$ cat src/rtl/cook_sequencer_if.sv
// rtl/cook_sequencer_if.sv - Panel, keypad and display signal bundle for the cook sequencer
interface cook_sequencer_if;
    logic       tick_1hz;
    logic       startn;
    logic       stopn;
    logic       clearn;
    logic       door_closed;
    logic       key_valid;
    logic [3:0] key_digit;
    logic       mag_on;
    logic [3:0] min_tens;
    logic [3:0] min_ones;
    logic [3:0] sec_tens;
    logic [3:0] sec_ones;
    logic       timer_done;
    logic       beep;
    logic [1:0] state;

    modport master (
        output tick_1hz, startn, stopn, clearn, door_closed, key_valid, key_digit,
        input  mag_on, min_tens, min_ones, sec_tens, sec_ones, timer_done, beep, state
    );

    modport slave (
        input  tick_1hz, startn, stopn, clearn, door_closed, key_valid, key_digit,
        output mag_on, min_tens, min_ones, sec_tens, sec_ones, timer_done, beep, state
    );
endinterface

$ cat src/rtl/cook_sequencer.sv
// rtl/cook_sequencer.sv - Microwave cook sequencer: keypad entry, BCD countdown, pause and alert
module cook_sequencer (
    input  logic           clk,
    input  logic           resetn,
    cook_sequencer_if.slave bus
);
    typedef enum logic [1:0] {
        IDLE    = 2'b00,
        COOKING = 2'b01,
        PAUSED  = 2'b10,
        DONE    = 2'b11
    } state_t;

    state_t     state_q, state_d;
    logic [3:0] mt_q, mo_q, st_q, so_q;
    logic [3:0] mt_d, mo_d, st_d, so_d;
    logic [3:0] dec_mt, dec_mo, dec_st, dec_so;
    logic       mag_q, mag_d;
    logic       done_q, done_d;
    logic       beep_q, beep_d;
    logic [1:0] ticks_q, ticks_d;
    logic       startn_q, stopn_q, clearn_q;
    logic       armed_q;
    logic       start_press, stop_press, clear_press;
    logic       time_zero, time_one;

    // The first edge after reset only loads button history, so a button held
    // through reset release is never seen as a fresh press.
    assign start_press = armed_q & startn_q & ~bus.startn;
    assign stop_press  = armed_q & stopn_q  & ~bus.stopn;
    assign clear_press = armed_q & clearn_q & ~bus.clearn;

    assign time_zero = (mt_q == 4'd0) && (mo_q == 4'd0) && (st_q == 4'd0) && (so_q == 4'd0);
    assign time_one  = (mt_q == 4'd0) && (mo_q == 4'd0) && (st_q == 4'd0) && (so_q == 4'd1);

    // One-second BCD decrement; seconds tens above 5 simply count down as entered.
    always_comb begin
        dec_mt = mt_q;
        dec_mo = mo_q;
        dec_st = st_q;
        dec_so = so_q;
        if (so_q != 4'd0) begin
            dec_so = so_q - 4'd1;
        end else if (st_q != 4'd0) begin
            dec_so = 4'd9;
            dec_st = st_q - 4'd1;
        end else begin
            dec_so = 4'd9;
            dec_st = 4'd5;
            if (mo_q != 4'd0) begin
                dec_mo = mo_q - 4'd1;
            end else begin
                dec_mo = 4'd9;
                dec_mt = mt_q - 4'd1;
            end
        end
    end

    // Next state, next time digits and next registered outputs.
    always_comb begin
        state_d = state_q;
        mt_d    = mt_q;
        mo_d    = mo_q;
        st_d    = st_q;
        so_d    = so_q;
        done_d  = 1'b0;
        ticks_d = ticks_q;
        case (state_q)
            IDLE: begin
                if (clear_press) begin
                    {mt_d, mo_d, st_d, so_d} = 16'h0000;
                end else if (start_press && bus.door_closed && !time_zero) begin
                    state_d = COOKING;
                end else if (bus.key_valid && (bus.key_digit <= 4'd9)) begin
                    mt_d = mo_q;
                    mo_d = st_q;
                    st_d = so_q;
                    so_d = bus.key_digit;
                end
            end
            COOKING: begin
                if (clear_press) begin
                    state_d = IDLE;
                    {mt_d, mo_d, st_d, so_d} = 16'h0000;
                end else if (!bus.door_closed || stop_press) begin
                    state_d = PAUSED;
                end else if (bus.tick_1hz) begin
                    {mt_d, mo_d, st_d, so_d} = {dec_mt, dec_mo, dec_st, dec_so};
                    if (time_one) begin
                        state_d = DONE;
                        done_d  = 1'b1;
                        ticks_d = 2'd0;
                    end
                end
            end
            PAUSED: begin
                if (clear_press || stop_press) begin
                    state_d = IDLE;
                    {mt_d, mo_d, st_d, so_d} = 16'h0000;
                end else if (start_press && bus.door_closed) begin
                    state_d = COOKING;
                end
            end
            DONE: begin
                if (start_press || stop_press || clear_press) begin
                    state_d = IDLE;
                    ticks_d = 2'd0;
                end else if (bus.tick_1hz) begin
                    if (ticks_q == 2'd2) begin
                        state_d = IDLE;
                        ticks_d = 2'd0;
                    end else begin
                        ticks_d = ticks_q + 2'd1;
                    end
                end
            end
            default: state_d = IDLE;
        endcase
        mag_d  = (state_d == COOKING);
        beep_d = (state_d == DONE);
    end

    // State, time, outputs and button history registers.
    always_ff @(posedge clk or negedge resetn) begin
        if (!resetn) begin
            state_q  <= IDLE;
            mt_q     <= 4'd0;
            mo_q     <= 4'd0;
            st_q     <= 4'd0;
            so_q     <= 4'd0;
            mag_q    <= 1'b0;
            done_q   <= 1'b0;
            beep_q   <= 1'b0;
            ticks_q  <= 2'd0;
            startn_q <= 1'b1;
            stopn_q  <= 1'b1;
            clearn_q <= 1'b1;
            armed_q  <= 1'b0;
        end else begin
            state_q  <= state_d;
            mt_q     <= mt_d;
            mo_q     <= mo_d;
            st_q     <= st_d;
            so_q     <= so_d;
            mag_q    <= mag_d;
            done_q   <= done_d;
            beep_q   <= beep_d;
            ticks_q  <= ticks_d;
            startn_q <= bus.startn;
            stopn_q  <= bus.stopn;
            clearn_q <= bus.clearn;
            armed_q  <= 1'b1;
        end
    end

    assign bus.mag_on     = mag_q;
    assign bus.timer_done = done_q;
    assign bus.beep       = beep_q;
    assign bus.state      = state_q;
    assign bus.min_tens   = mt_q;
    assign bus.min_ones   = mo_q;
    assign bus.sec_tens   = st_q;
    assign bus.sec_ones   = so_q;
endmodule
$ cat src/flat_wrapper.sv
// flat-port wrapper written by rule: the top's interface ports become plain ports
module cook_sequencer_flat 
  (clk, resetn, bus_tick_1hz, bus_startn, bus_stopn, bus_clearn, bus_door_closed, bus_key_valid, bus_key_digit, bus_mag_on, bus_min_tens, bus_min_ones, bus_sec_tens, bus_sec_ones, bus_timer_done, bus_beep, bus_state);
  cook_sequencer_if bus_i ();
  input  logic clk;
  input  logic resetn;
  input wire logic [$bits(bus_i.tick_1hz)-1:0] bus_tick_1hz;
  input wire logic [$bits(bus_i.startn)-1:0] bus_startn;
  input wire logic [$bits(bus_i.stopn)-1:0] bus_stopn;
  input wire logic [$bits(bus_i.clearn)-1:0] bus_clearn;
  input wire logic [$bits(bus_i.door_closed)-1:0] bus_door_closed;
  input wire logic [$bits(bus_i.key_valid)-1:0] bus_key_valid;
  input wire logic [$bits(bus_i.key_digit)-1:0] bus_key_digit;
  output wire logic [$bits(bus_i.mag_on)-1:0] bus_mag_on;
  output wire logic [$bits(bus_i.min_tens)-1:0] bus_min_tens;
  output wire logic [$bits(bus_i.min_ones)-1:0] bus_min_ones;
  output wire logic [$bits(bus_i.sec_tens)-1:0] bus_sec_tens;
  output wire logic [$bits(bus_i.sec_ones)-1:0] bus_sec_ones;
  output wire logic [$bits(bus_i.timer_done)-1:0] bus_timer_done;
  output wire logic [$bits(bus_i.beep)-1:0] bus_beep;
  output wire logic [$bits(bus_i.state)-1:0] bus_state;
  assign bus_i.tick_1hz = bus_tick_1hz;
  assign bus_i.startn = bus_startn;
  assign bus_i.stopn = bus_stopn;
  assign bus_i.clearn = bus_clearn;
  assign bus_i.door_closed = bus_door_closed;
  assign bus_i.key_valid = bus_key_valid;
  assign bus_i.key_digit = bus_key_digit;
  assign bus_mag_on = bus_i.mag_on;
  assign bus_min_tens = bus_i.min_tens;
  assign bus_min_ones = bus_i.min_ones;
  assign bus_sec_tens = bus_i.sec_tens;
  assign bus_sec_ones = bus_i.sec_ones;
  assign bus_timer_done = bus_i.timer_done;
  assign bus_beep = bus_i.beep;
  assign bus_state = bus_i.state;
  cook_sequencer u_core (.clk(clk), .resetn(resetn), .bus(bus_i));
endmodule
$ cat config.mk
export PLATFORM = sky130hd
export DESIGN_NAME = cook_sequencer_flat
export DESIGN_NICKNAME = d
export VERILOG_FILES = /design/src/rtl/cook_sequencer_if.sv /design/src/rtl/cook_sequencer.sv /design/src/flat_wrapper.sv
export SDC_FILE = /design/constraint.sdc
export NUM_CORES = 1
export LEC_CHECK = 0
export CORE_ASPECT_RATIO = 0.7
export CORE_UTILIZATION = 40
export DETAILED_ROUTE_END_ITERATION = 8
export PLACE_DENSITY_LB_ADDON = 0.2
export REMOVE_ABC_BUFFERS = 1
export SYNTH_ARGS = -nofsm -noshare
export SYNTH_HDL_FRONTEND = slang
export SYNTH_SLANG_ARGS = --single-unit
$ cat constraint.sdc
create_clock -name clk -period 3 [get_ports clk]
set_input_delay 0.6 -clock clk [delete_from_list [all_inputs] [get_ports clk]]
set_output_delay 0.6 -clock clk [all_outputs]
set_load 0.005 [all_outputs]
==> results.txt, run 1 <==
* Worst setup path class: in -> reg
* Worst Setup End Kind: flop
- The synthesized netlist devotes 8.37% of its cell area to adder and majority cells.
* # IOs: 33
- Total power: 2.29 mW
* Worst Clk Skew: 0.00160 ns
- Layout cells sized above 1: 11.3%
- Of all nets on the critical path, the largest fanout is 11.
* Met2 track utilization from global routing: 25.1%
* Routed Wire Length: 3980 um
- The synthesized netlist devotes 22.1% of its cell area to compound gates.
- Hpwl dp: 3000 um
- Pin count of the biggest net entering global routing: 28
* Tightest Hold Check Type: reg -> reg
- Total power per unit cell area: 1030 mW/mm2
- Mux cell area share after synthesis: 6.00%
- Static leakage: 0.938 nW
- In the global route stage, overall resource usage came out at 18.6%.
* Endpoint required time on the critical path: 3.16 ns
- Summed over its instances, the top area cell type makes up 33.5% of the synthesized netlist area.
* Cell taking the most area after synthesis: sky130_fd_sc_hd__dfrtp_1
- After layout, the worst path uses 83.2% of the clock period.
- Hold wc startpoint: u_core.ticks_q[1]
* R2R depth: 8
- Transition at the pin with the smallest max-transition slack: 0.543 ns
- For this configuration, the core starts out at a cell density of 43.6%.
* Crit path max-delay family: simple AND/OR/NAND/NOR gates
- Count of buffer and inverter cells on the critical path: 1
- The signal on the critical path passes through clkdlybuf4s50_1, nand3b_2, and2_2, a21oi_1, nand3_2, o21bai_1, mux2_2.
- In the routed layout, each cell is associated on average with a via count of 5.65.
* Most crowded layer after global routing: met1
- The congestion estimate from routability-driven global placement came to 0.844.
* Quantity of hold-fixing buffers added after cts: 0
* Setup repair after global routing missed its margin: false
- Area fraction in and, or, nand and nor cells after synthesis: 20.6%
- Buffers inserted during clock tree synthesis total 3.
- Setup violations remaining at the end of the flow were counted as 0.
- Buffer levels on the longest clock path: 2
* Filler cells: 388
* CTS tree: yes
- Peak Freq: 0.401 GHz
- The most used flip-flop cell after synthesis is sky130_fd_sc_hd__dfrtp_1.
- The worst-case IR drop observed on VDD is 0.000512 V.
* First-pass iteration count of the detailed router: 5
- Slew headroom: 63.7%
- Final Hold Vio Count: 0
* Resize count post-CTS: 0
* Yosys warns: 0
- H-tree depth: 1
- After technology mapping, the gate count stands at 186.
* Startpoint types: input port
* Status: finished, final reports clean
* Maximum capacitance violations: 0
- Arrival time worst endpoint: 2.66 ns
- Worst r2r dst: u_core.bus.sec_tens[3]
* Startpoint of the worst-slack reg-to-reg timing path: u_core.bus.sec_ones[0]
- CP max stage cell: sky130_fd_sc_hd__clkdlybuf4s50_1
- Setup tns final: 0 ns
* Number of clock sinks seen by CTS: 27
* Die width: 82.0 um
- Counting buffers and inverters, the worst setup path is 7 cells deep.
- Vertical extent of the die: 58.0 um
* Die Footprint: 0.00476 mm2
- Routed length per placed instance: 14.6 um
- The worst path needs 2.50 ns of the cycle, external delays included.
- Along the worst hold path, the cell count comes to 1.
- The number of antenna diodes in the final layout is 0.
- Global routing consumed, on the met1 layer, 29.6% of the routing resources.
- Insertion delay to the later sink of the worst-skew pair: 0.27 ns
* Count of vias placed by the detailed router: 1542
- The number of antenna violations at the first check in global routing is 0.
* CTS clock-pin slew for the worst setup and hold paths: 0.09 ns
- In the final layout, the multi-input gates occupy 0.00103 mm2.
* FFs w/ async S/R, synth: 100%
- Across the whole layout, storage elements account for 679 um2.
- In this run, the number of DRC markers left after iteration 0 of detailed routing was 93.
- Residual DRC: 0
* Number of setup buffers added after CTS: 0
- For this run, the register share of the synthesized area comes to 37.9%.
- In this design, the stage delay of the slowest critical-path cell is 0.45 ns.
- For this run, global-route usage on met3 was measured as 4.72%.
- Leading post-synthesis cells by cell area: sky130_fd_sc_hd__dfrtp_1 33%, sky130_fd_sc_hd__ha_1 8.4%, sky130_fd_sc_hd__o21ai_0 4.5%
* Detail Route Antenna Nets: 0
* Post-synthesis xor/xnor area fraction: 0.488%
- The floorplan step defined a core boundary enclosing 0.00411 mm2.
- The setup check on the worst reg-to-reg path leaves a slack of 0.57 ns.
- In this run the clock root is driven by a sky130_fd_sc_hd__clkbuf_8.
- Number of enable-type register cells in the synthesized netlist: 0
* Final-report max-slew violation count: 0
- Worst hold path endpoint: u_core.ticks_q[1]
- Wire length of the first global-routing pass: 6710 um
* Post-synthesis instance area: 0.00179 mm2
- # nets final: 246
- Number of I/O port buffers: 32
- Synth cell types: 52
- Dominant combinational cell family by area after synthesis: compound AO/OA/AOI/OAI gates
- The area growth from synthesis to layout is 23.8%.
* Utilization after layout: 54.0%
- Via count of the first global-routing pass: 1357
- Number of rows created at floorplan: 19
- Total of flip-flops plus latches after synthesis: 27
* Overflow left after global routing: 0
- Post-Synthesis Mean Instance Area: 9.64 um2
[sequential cells by signal, indices dropped and copies added, names as in the netlist]
name and flops:
u_core.bus.min_ones 4, u_core.bus.min_tens 4, u_core.bus.sec_ones 4, u_core.bus.sec_tens 4, u_core.bus.state 2, u_core.ticks_q 2, u_core.armed_q 1, u_core.bus.beep 1
u_core.bus.mag_on 1, u_core.bus.timer_done 1, u_core.clearn_q 1, u_core.startn_q 1, u_core.stopn_q 1
[worst register-to-register path, stage by stage (launching register included)]
cell	delay [ns]
sky130_fd_sc_hd__dfrtp_1	0.45
sky130_fd_sc_hd__inv_1	0.15
sky130_fd_sc_hd__ha_1	0.19
sky130_fd_sc_hd__nor3b_4	0.37
sky130_fd_sc_hd__nand4_2	0.17
sky130_fd_sc_hd__nand4_2	0.14
sky130_fd_sc_hd__nand3_2	0.21
sky130_fd_sc_hd__o21bai_1	0.33
sky130_fd_sc_hd__mux2_2	0.32
[worst max path at each step]
stage	from	endpoint	slack, ns
after floorplan	u_core.bus.sec_ones[0]	u_core.bus.sec_tens[3]	0.90
after global placement	bus_clearn	u_core.bus.sec_tens[3]	0.33
after detailed placement	bus_clearn	u_core.bus.sec_tens[3]	0.26
after CTS	bus_clearn	u_core.bus.sec_tens[3]	0.53
after global routing	bus_clearn	u_core.bus.sec_tens[3]	0.36
final	bus_clearn	u_core.bus.sec_tens[3]	0.50
[per-layer routing]
metal | wire length, um | part of all wire [%]
met4 | 17 | 0.43
met5 | 0 | 0
met1 | 2140 | 54
met2 | 1570 | 39
met3 | 252 | 6.3
[through the flow]
stage               setup WS [ns]  hold WS [ns]  instance area [um2]  instances
floorplan                   0.898         0.304                 1770        183
CTS                         0.529         0.530                 2220        273
global route                0.355         0.570                 2220        273
finish                      0.504         0.530                 2220        273
global placement            0.325         0.524                 2170        269
detailed placement          0.258         0.518                 2170        269
[kinds of logic (layout without fill, tap and decap cells)]
group | after synthesis | count (layout)
flip-flops | 27 | 27
adder cells (fa/ha/maj) | 12 | 12
buffers and inverters | 19 | 54
AND/OR/NAND/NOR | 57 | 57
other | 1 | 1
multiplexers | 9 | 9
AO/OA/AOI/OAI | 60 | 60
XOR/XNOR | 1 | 1
[synthesized netlist by cell type (all sizes together) (2+ instances only)]
| library cell | number |
|---|---|
| a211oi | 3 |
| a21oi | 14 |
| a22o | 2 |
| a22oi | 4 |
| a32oi | 3 |
| and2 | 2 |
| clkbuf | 2 |
| dfrtp | 24 |
| dfstp | 3 |
| ha | 12 |
| inv | 16 |
| mux2 | 5 |
| mux2i | 4 |
| nand2 | 13 |
| nand2b | 3 |
| nand3 | 5 |
| nand3b | 4 |
| nand4 | 4 |
| nor2 | 9 |
| nor2b | 3 |
| nor3 | 5 |
| nor3b | 4 |
| o21a | 2 |
| o21ai | 16 |
| o31ai | 5 |
[cells in the final DEF, fill, tap and decap left out, types with 2 or more instances in the layout]
cell type	count
sky130_fd_sc_hd__ha_1	12
sky130_fd_sc_hd__a22oi_1	4
sky130_fd_sc_hd__clkdlybuf4s50_1	32
sky130_fd_sc_hd__nand2_1	13
sky130_fd_sc_hd__dfrtp_1	24
sky130_fd_sc_hd__mux2_2	2
sky130_fd_sc_hd__o31ai_1	5
sky130_fd_sc_hd__nor3b_4	2
sky130_fd_sc_hd__nor2b_1	3
sky130_fd_sc_hd__nand3_1	4
sky130_fd_sc_hd__clkbuf_8	3
sky130_fd_sc_hd__nand3b_1	3
sky130_fd_sc_hd__nand4_1	2
sky130_fd_sc_hd__mux2i_1	4
sky130_fd_sc_hd__o21ai_0	16
sky130_fd_sc_hd__dfstp_2	3
sky130_fd_sc_hd__inv_1	16
sky130_fd_sc_hd__nor3_1	4
sky130_fd_sc_hd__a21oi_1	14
sky130_fd_sc_hd__nand4_2	2
sky130_fd_sc_hd__buf_4	2
sky130_fd_sc_hd__nand2b_1	3
sky130_fd_sc_hd__a211oi_1	3
sky130_fd_sc_hd__o21a_1	2
sky130_fd_sc_hd__mux2_4	3
sky130_fd_sc_hd__a32oi_1	3
sky130_fd_sc_hd__nor2_1	9
sky130_fd_sc_hd__a22o_1	2
[area by class of cell]
cell class	instances	area share [%]
inverter	16	2.71
tap	52	2.93
timing repair buffer	34	15.1
sequential	27	30.6
clock buffer	4	2.03
multi-input combinational	140	46.6
[power by group]
group / internal, mW / switching (mW) / total [mW]
registers: 0.488 / 0.153 / 0.642
logic: 0.693 / 0.749 / 1.44
clock network: 0.0951 / 0.108 / 0.204
total: 1.28 / 1.01 / 2.29
No activity file was read; power rests on OpenSTA's default activity.
==> run 2: changes to the inputs <==
- clock period: 3 -> 2.15 ns (I/O delays scaled with it)
==> run 2 against run 1 <==
Compared with the run above: combinational power is 88% higher; cell area is 15% higher; non-clock buffer count is 38 higher; hold slack worse by 0.011 ns; sequential power is 32% higher; register-to-register slack worse by 0.45 ns; via count is 9.1% higher; total power is 68% higher; clock power is 44% higher; sequential cell count stayed put; critical path depth stayed put.
==> results.txt, run 2 (synthesized netlist as in run 1, its figures left out) <==
- Number of I/O port buffers: 32
* Die width: 82.0 um
* Wire length of the first global-routing pass: 7450 um
- Routed length per placed instance: 14.5 um
- The post-route netlist has 28.2% of its cells at a drive strength greater than 1.
- # nets final: 284
* Area Growth Syn to Fin: 42.7%
* CP max stage cell: sky130_fd_sc_hd__clkdlybuf4s50_1
* R2R depth: 8
- Across all layers, the routed design uses 1682 vias.
- Final setup violation count: 0
- In this run, CTS created clock tree buffers numbering 3.
* Met1 routing resource usage after global routing: 30.8%
* Met2 track utilization from global routing: 32.1%
- Die Footprint: 0.00476 mm2
* Final-report max-slew violation count: 0
* Worst setup path class: in -> reg
- Leaving out filler cells and counting taps, the final layout contains 311.
- Via count of the first global-routing pass: 1541
- Measured along the y axis, the die boundary spans 58.0 um.
- For this run, design rule violations remaining after detail routing come to 0.
- H-tree depth: 1
* Arrival time worst endpoint: 2.20 ns
- CTS tree: yes
- The congestion estimate from routability-driven global placement came to 0.822.
* Quantity of hold-fixing buffers added after cts: 0
- Leading cell type in the layout, fill and taps excluded: sky130_fd_sc_hd__buf_4
* Startpoint of the worst-slack reg-to-reg timing path: u_core.bus.sec_tens[0]
- Across the routed clock network, the largest skew measured is 0.00787 ns.
* Filler cells: 379
- Antenna violations before repair: 0
- # IOs: 33
* Number of clock sinks seen by CTS: 27
- Of all nets on the critical path, the largest fanout is 4.
- Peak Freq: 0.492 GHz
- Clock-pin slew was measured on the worst setup and hold paths at 0.10 ns.
- The clock period could shrink to 2.03 ns.
- VDD IR max: 0.000916 V
* Worst Setup End Kind: flop
- Violation count after the first detailed-route iteration: 107
* Total power per unit cell area: 1500 mW/mm2
- Tightest Hold Check Type: in -> async
* Most crowded layer after global routing: met2
* Routed Wire Length: 4510 um
- Maximum capacitance violations: 0
* Startpoint types: input port
- The initial utilization of the core area, before any placement, comes to 43.6%.
* Final Cycle Share: 94.6%
* Delay of the slowest cell on the worst path: 0.43 ns
- Worst-case register-to-register setup slack: 0.12 ns
* Met3 Usage GRT: 4.72%
* Cell-by-cell trace of the critical path: clkdlybuf4s50_1, nand3b_2, and2_2, a21oi_1, nand3_2, a21o_4, mux2_4
* Status: finished, final reports clean
- Endpoint required time on the critical path: 2.31 ns
- Overflow left after global routing: 0
- Overall track demand over capacity in global routing: 20.9%
- The core region is 0.00411 mm2.
- No sink is reached through more buffers than the 2 on the longest clock path.
* Utilization after layout: 62.2%
* Static leakage: 1.14 nW
* Number of placed instances with taps included: 304
- Together, buffers and inverters on the worst path number 1.
- The tree is rooted in a sky130_fd_sc_hd__clkbuf_8.
* Crit path max-delay family: simple AND/OR/NAND/NOR gates
* Final Hold Vio Count: 0
- In this run the core area contains 19 standard-cell rows.
- Detail Route Antenna Nets: 0
- The worst register-to-register path ends at u_core.bus.min_ones[0].
* Top library cells by usage in the layout, fill and taps aside: 38 x sky130_fd_sc_hd__buf_4, 32 x sky130_fd_sc_hd__clkdlybuf4s50_1, 24 x sky130_fd_sc_hd__dfrtp_1, 14 x sky130_fd_sc_hd__a21oi_1, 14 x sky130_fd_sc_hd__o21ai_0
- At the later pin of the worst-skew pair, clock insertion delay measures 0.28 ns.
* Number of diodes: 0
* Vias per Instance: 5.41
- First-pass iteration count of the detailed router: 4
* Pin count of the biggest net entering global routing: 28
* Hpwl dp: 3420 um
## run 2: repair_timing
action / in CTS / in global routing
setup buffers: 0 / 3
endpoints found under the setup margin: 2 / 10
pin swaps: 0 / 1
gates resized for setup: 1 / 15
cloned: 0 / 0
## run 2: layout make-up
cell class	count	area, um2	area share, %
timing repair buffer	72	628	24.5
sequential	27	679	26.6
clock inverter	1	5.00	0.196
inverter	16	60.1	2.35
clock buffer	3	41.3	1.61
multi-input combinational	140	1080	42.2
tap	52	65.1	2.54
## run 2: worst max-delay path by stage
stage                      startpoint                     end  slack (ns)  depth (start not counted)
4_1_cts        u_core.bus.min_ones[1]  u_core.bus.min_tens[0]        0.02                          9
6_report                   bus_clearn  u_core.bus.min_ones[0]        0.12                          7
2_1_floorplan  u_core.bus.sec_ones[0]  u_core.bus.sec_tens[3]        0.05                          8
5_1_grt        u_core.bus.min_tens[1]  u_core.bus.min_ones[3]       -0.03                          9
3_5_place_dp               bus_clearn  u_core.bus.min_ones[3]       -0.15                          7
3_3_place_gp               bus_clearn  u_core.bus.min_ones[0]       -0.14                          7
## run 2: stage by stage
stage / setup WS, ns / power [mW] / instance area [um2] / TNS, ns / hold slack [ns]
global route: -0.0271 / 4.17 / 2560 / -0.0783 / 0.562
detailed placement: -0.146 / 3.36 / 2440 / -1.43 / 0.513
CTS: 0.0248 / 3.70 / 2490 / 0 / 0.526
global placement: -0.143 / 3.33 / 2440 / -1.38 / 0.517
floorplan: 0.0475 / 2.20 / 1770 / 0 / 0.134
finish: 0.116 / 3.84 / 2560 / 0 / 0.520
## run 2: power breakdown
group	leakage (nW)	internal (mW)	switching, mW	total [mW]
clock	0.0255	0.130	0.164	0.294
combinational	0.773	1.44	1.26	2.70
sequential	0.345	0.682	0.166	0.847
total	1.14	2.25	1.59	3.84
## run 2: routing by layer
metal  vias up  part of all wire, %
met5         -                    0
met4         0                 0.33
met3         2                  5.5
met2        33                   43
met1       813                   51
li1        834                    -
==> run 3: changes to the inputs <==
- SLEW_MARGIN: default -> 20
- clock period: 2.15 -> 2 ns (I/O delays scaled with it)
==> run 3 against run 2 <==
Compared with the run above: non-clock buffer count grew 24; hold slack lost 0.018 ns; combinational power grew 28%; core utilization grew 7.5 points; largest cell class unchanged; cell area grew 12%; highest routed layer unchanged; register-to-register slack lost 0.06 ns; clock power grew 6%; clock-buffer cell count grew 1; critical path type unchanged; via count grew 7.3%; sequential cell count is the same; final cell count grew 7.7%; sequential share of layout area shrank 2.8 points.
==> results.txt, run 3 (synthesized netlist as in run 1, its figures left out) <==
- The run finished with clean final reports.
- Placement Cell Area: 0.00258 mm2
* Number of I/O port buffers: 32
- Global routing used 32.0% of the available met1 tracks.
* Insertion delay to the later sink of the worst-skew pair: 0.27 ns
* Maximum capacitance violations: 0
- In the global route stage, met2 resource usage came out at 32.7%.
* Quantity of hold-fixing buffers added after cts: 0
- Delay of the slowest cell on the worst path: 0.44 ns
- In the finished design, the share of the clock period the worst path needs comes to 98.2%.
- Leading cell type in the layout, fill and taps excluded: sky130_fd_sc_hd__buf_4
- The layer flagged by global routing as most heavily used is met2.
* Area Growth Syn to Fin: 59.8%
- Filler cells: 313
* Total power per unit cell area: 1630 mW/mm2
- Via count of the first global-routing pass: 1686
- Startpoint types: input port
- Cell-by-cell trace of the critical path: clkdlybuf4s50_1, and2b_2, o21ai_2, a32oi_2, nand3_4, a21o_4, mux2_4
- Cell area after layout: 0.00287 mm2
* Final setup violation count: 0
* Layout cells sized above 1: 39.6%
- The tightest min-delay check is of the in -> async type.
- For this configuration, the core starts out at a cell density of 43.6%.
- Clock network fraction of total power: 6.7%
* Critical Path Stages: 7
- The detailed router finished its first iteration with 176 violations.
* First-pass iteration count of the detailed router: 4
* Crit path time final: 1.96 ns
* Placer's final routability congestion estimate: 0.929
- The repair_antennas step left the layout with diodes totalling 0.
- The die covers 0.00476 mm2.
- TritonCTS created 3 clock buffers.
- R2R depth: 9
- Count of vias placed by the detailed router: 1805
- Number of rows created at floorplan: 19
- Combinational fraction of design power: 74.2%
- Overall track demand over capacity in global routing: 21.3%
- Pin count of the biggest net entering global routing: 28
- Overflow left after global routing: 0
- Top library cells by usage in the layout, fill and taps aside: 62 x sky130_fd_sc_hd__buf_4, 32 x sky130_fd_sc_hd__clkdlybuf4s50_1, 24 x sky130_fd_sc_hd__dfrtp_1, 14 x sky130_fd_sc_hd__o21ai_0
* Sequential share of power: 19.0%
- Switching part of the total power: 40.8%
- The count of nets left with antenna violations once routing finished came out at 0.
- Hpwl dp: 3610 um
- After detailed routing, the average wire length per cell comes to 15.1 um.
- Summed over all nets, the switching power comes to 1.90 mW.
* Max Fanout on Critical Path: 5
* Arrival time worst endpoint: 2.13 ns
- Met3 Usage GRT: 3.94%
- In this run the number of H-tree levels came out at 1.
- TritonCTS built the clock tree.
- CTS clock-pin slew for the worst setup and hold paths: 0.09 ns
- Die width: 82.0 um
- The internal portion of the total power is 2.76 mW.
- Number of clock sinks seen by CTS: 27
- Summed over all failing endpoints, the final setup total negative slack is 0 ns.
* Hold_ws: 0.502 ns
- Final Hold Vio Count: 0
* Worst Clk Skew: 0.00203 ns
* Vertical extent of the die: 58.0 um
* VDD IR max: 0.000964 V
- For this run, design rule violations remaining after detail routing come to 0.
- The max-slew violation count was 0.
- CP max stage cell: sky130_fd_sc_hd__clkdlybuf4s50_1
- Clock tree synthesis selected as its root buffer the cell sky130_fd_sc_hd__clkbuf_8.
* Crit path max-delay family: compound AO/OA/AOI/OAI gates
- Worst setup path class: in -> reg
- The first global-routing pass estimated 7730 um of wire.
- Static leakage: 1.28 nW
* Vias per Instance: 5.39
- In this run the standard cell core region covers 0.00411 mm2.
* Antenna violations before repair: 0
- Buffer levels on the longest clock path: 2
* Worst Setup End Kind: flop
* # nets final: 308
- Endpoint required time on the critical path: 2.16 ns
- Pin placement for this block handled 33 I/O pins.
- The number of buffers and inverters on the critical path is 1.
* Peak Freq: 0.509 GHz
- Routed Wire Length: 5050 um
run 3: cell count changes in the layout (fill, tap and decap cells not counted), sizes merged:
| cell | previous run | this run |
|---|---|---|
| clkbuf | 3 | 4 |
| buf | 40 | 64 |
| clkinv | 1 | 0 |
run 3: path summary, 6_finish.rpt:
kind | startpoint | to | slack, ns
setup / recovery | bus_clearn | u_core.bus.min_ones[3] | 0.04
hold / removal | resetn | u_core.armed_q | 0.50
setup reg to reg | u_core.bus.min_tens[0] | u_core.bus.min_ones[3] | 0.06
hold reg to reg | u_core.ticks_q[1] | u_core.ticks_q[1] | 0.53
max in group asynchronous | resetn | u_core.clearn_q | 1.20
min in group clk | u_core.ticks_q[1] | u_core.ticks_q[1] | 0.53
run 3: metrics by stage:
| step | std cells | util (%) | setup slack, ns | total power [mW] |
|---|---|---|---|---|
| 2_1_floorplan | 183 | - | -0.102 | 2.37 |
| 3_3_place_gp | 323 | 62.7 | -0.281 | 3.86 |
| 3_5_place_dp | 323 | 62.7 | -0.328 | 3.91 |
| 4_1_cts | 328 | 64.7 | 0.00187 | 4.31 |
| 5_1_grt | 335 | 69.7 | -0.0332 | 5.01 |
| 6_report | 335 | 69.7 | 0.0365 | 4.66 |
run 3: worst reg2reg max path, cell delays in order, from the launching register on:
cell and delay (ns):
sky130_fd_sc_hd__dfrtp_1 0.40, sky130_fd_sc_hd__inv_2 0.09, sky130_fd_sc_hd__ha_4 0.14, sky130_fd_sc_hd__nor3b_2 0.16, sky130_fd_sc_hd__buf_4 0.15, sky130_fd_sc_hd__nand4_2 0.14
sky130_fd_sc_hd__nand4_4 0.12, sky130_fd_sc_hd__nand3_4 0.11, sky130_fd_sc_hd__a21o_4 0.23, sky130_fd_sc_hd__mux2_4 0.30
run 3: repair_timing:
action,4_1_cts,5_1_grt
endpoints found under the setup margin,9,18
resized for setup,6,35
pin swaps,2,9
buffers inserted,1,7
hold endpoints to repair,0,0
run 3: routing by layer:
layer	share of wire [%]	up-vias
met2	46	41
met4	0.40	0
met1	50	880
met5	0	-
met3	3.5	2
li1	-	882
run 3: cell type report:
class                           count  area [um2]  area share, %
Clock buffer                        4        45.0           1.57
Inverter                           16        60.1           2.10
Multi-Input combinational cell    140        1210           42.1
Sequential cell                    27         679           23.7
Tap cell                           52        65.1           2.27
Timing Repair Buffer               96         808           28.2
run 3: power groups by stage:
stage	Sequential, mW	Clock [mW]	Combinational (mW)
finish	0.888	0.313	3.46
global route	0.909	0.345	3.75
CTS	0.866	0.324	3.12
detailed placement	0.875	0	3.04
global placement	0.867	0	2.99
floorplan	0.941	0	1.43
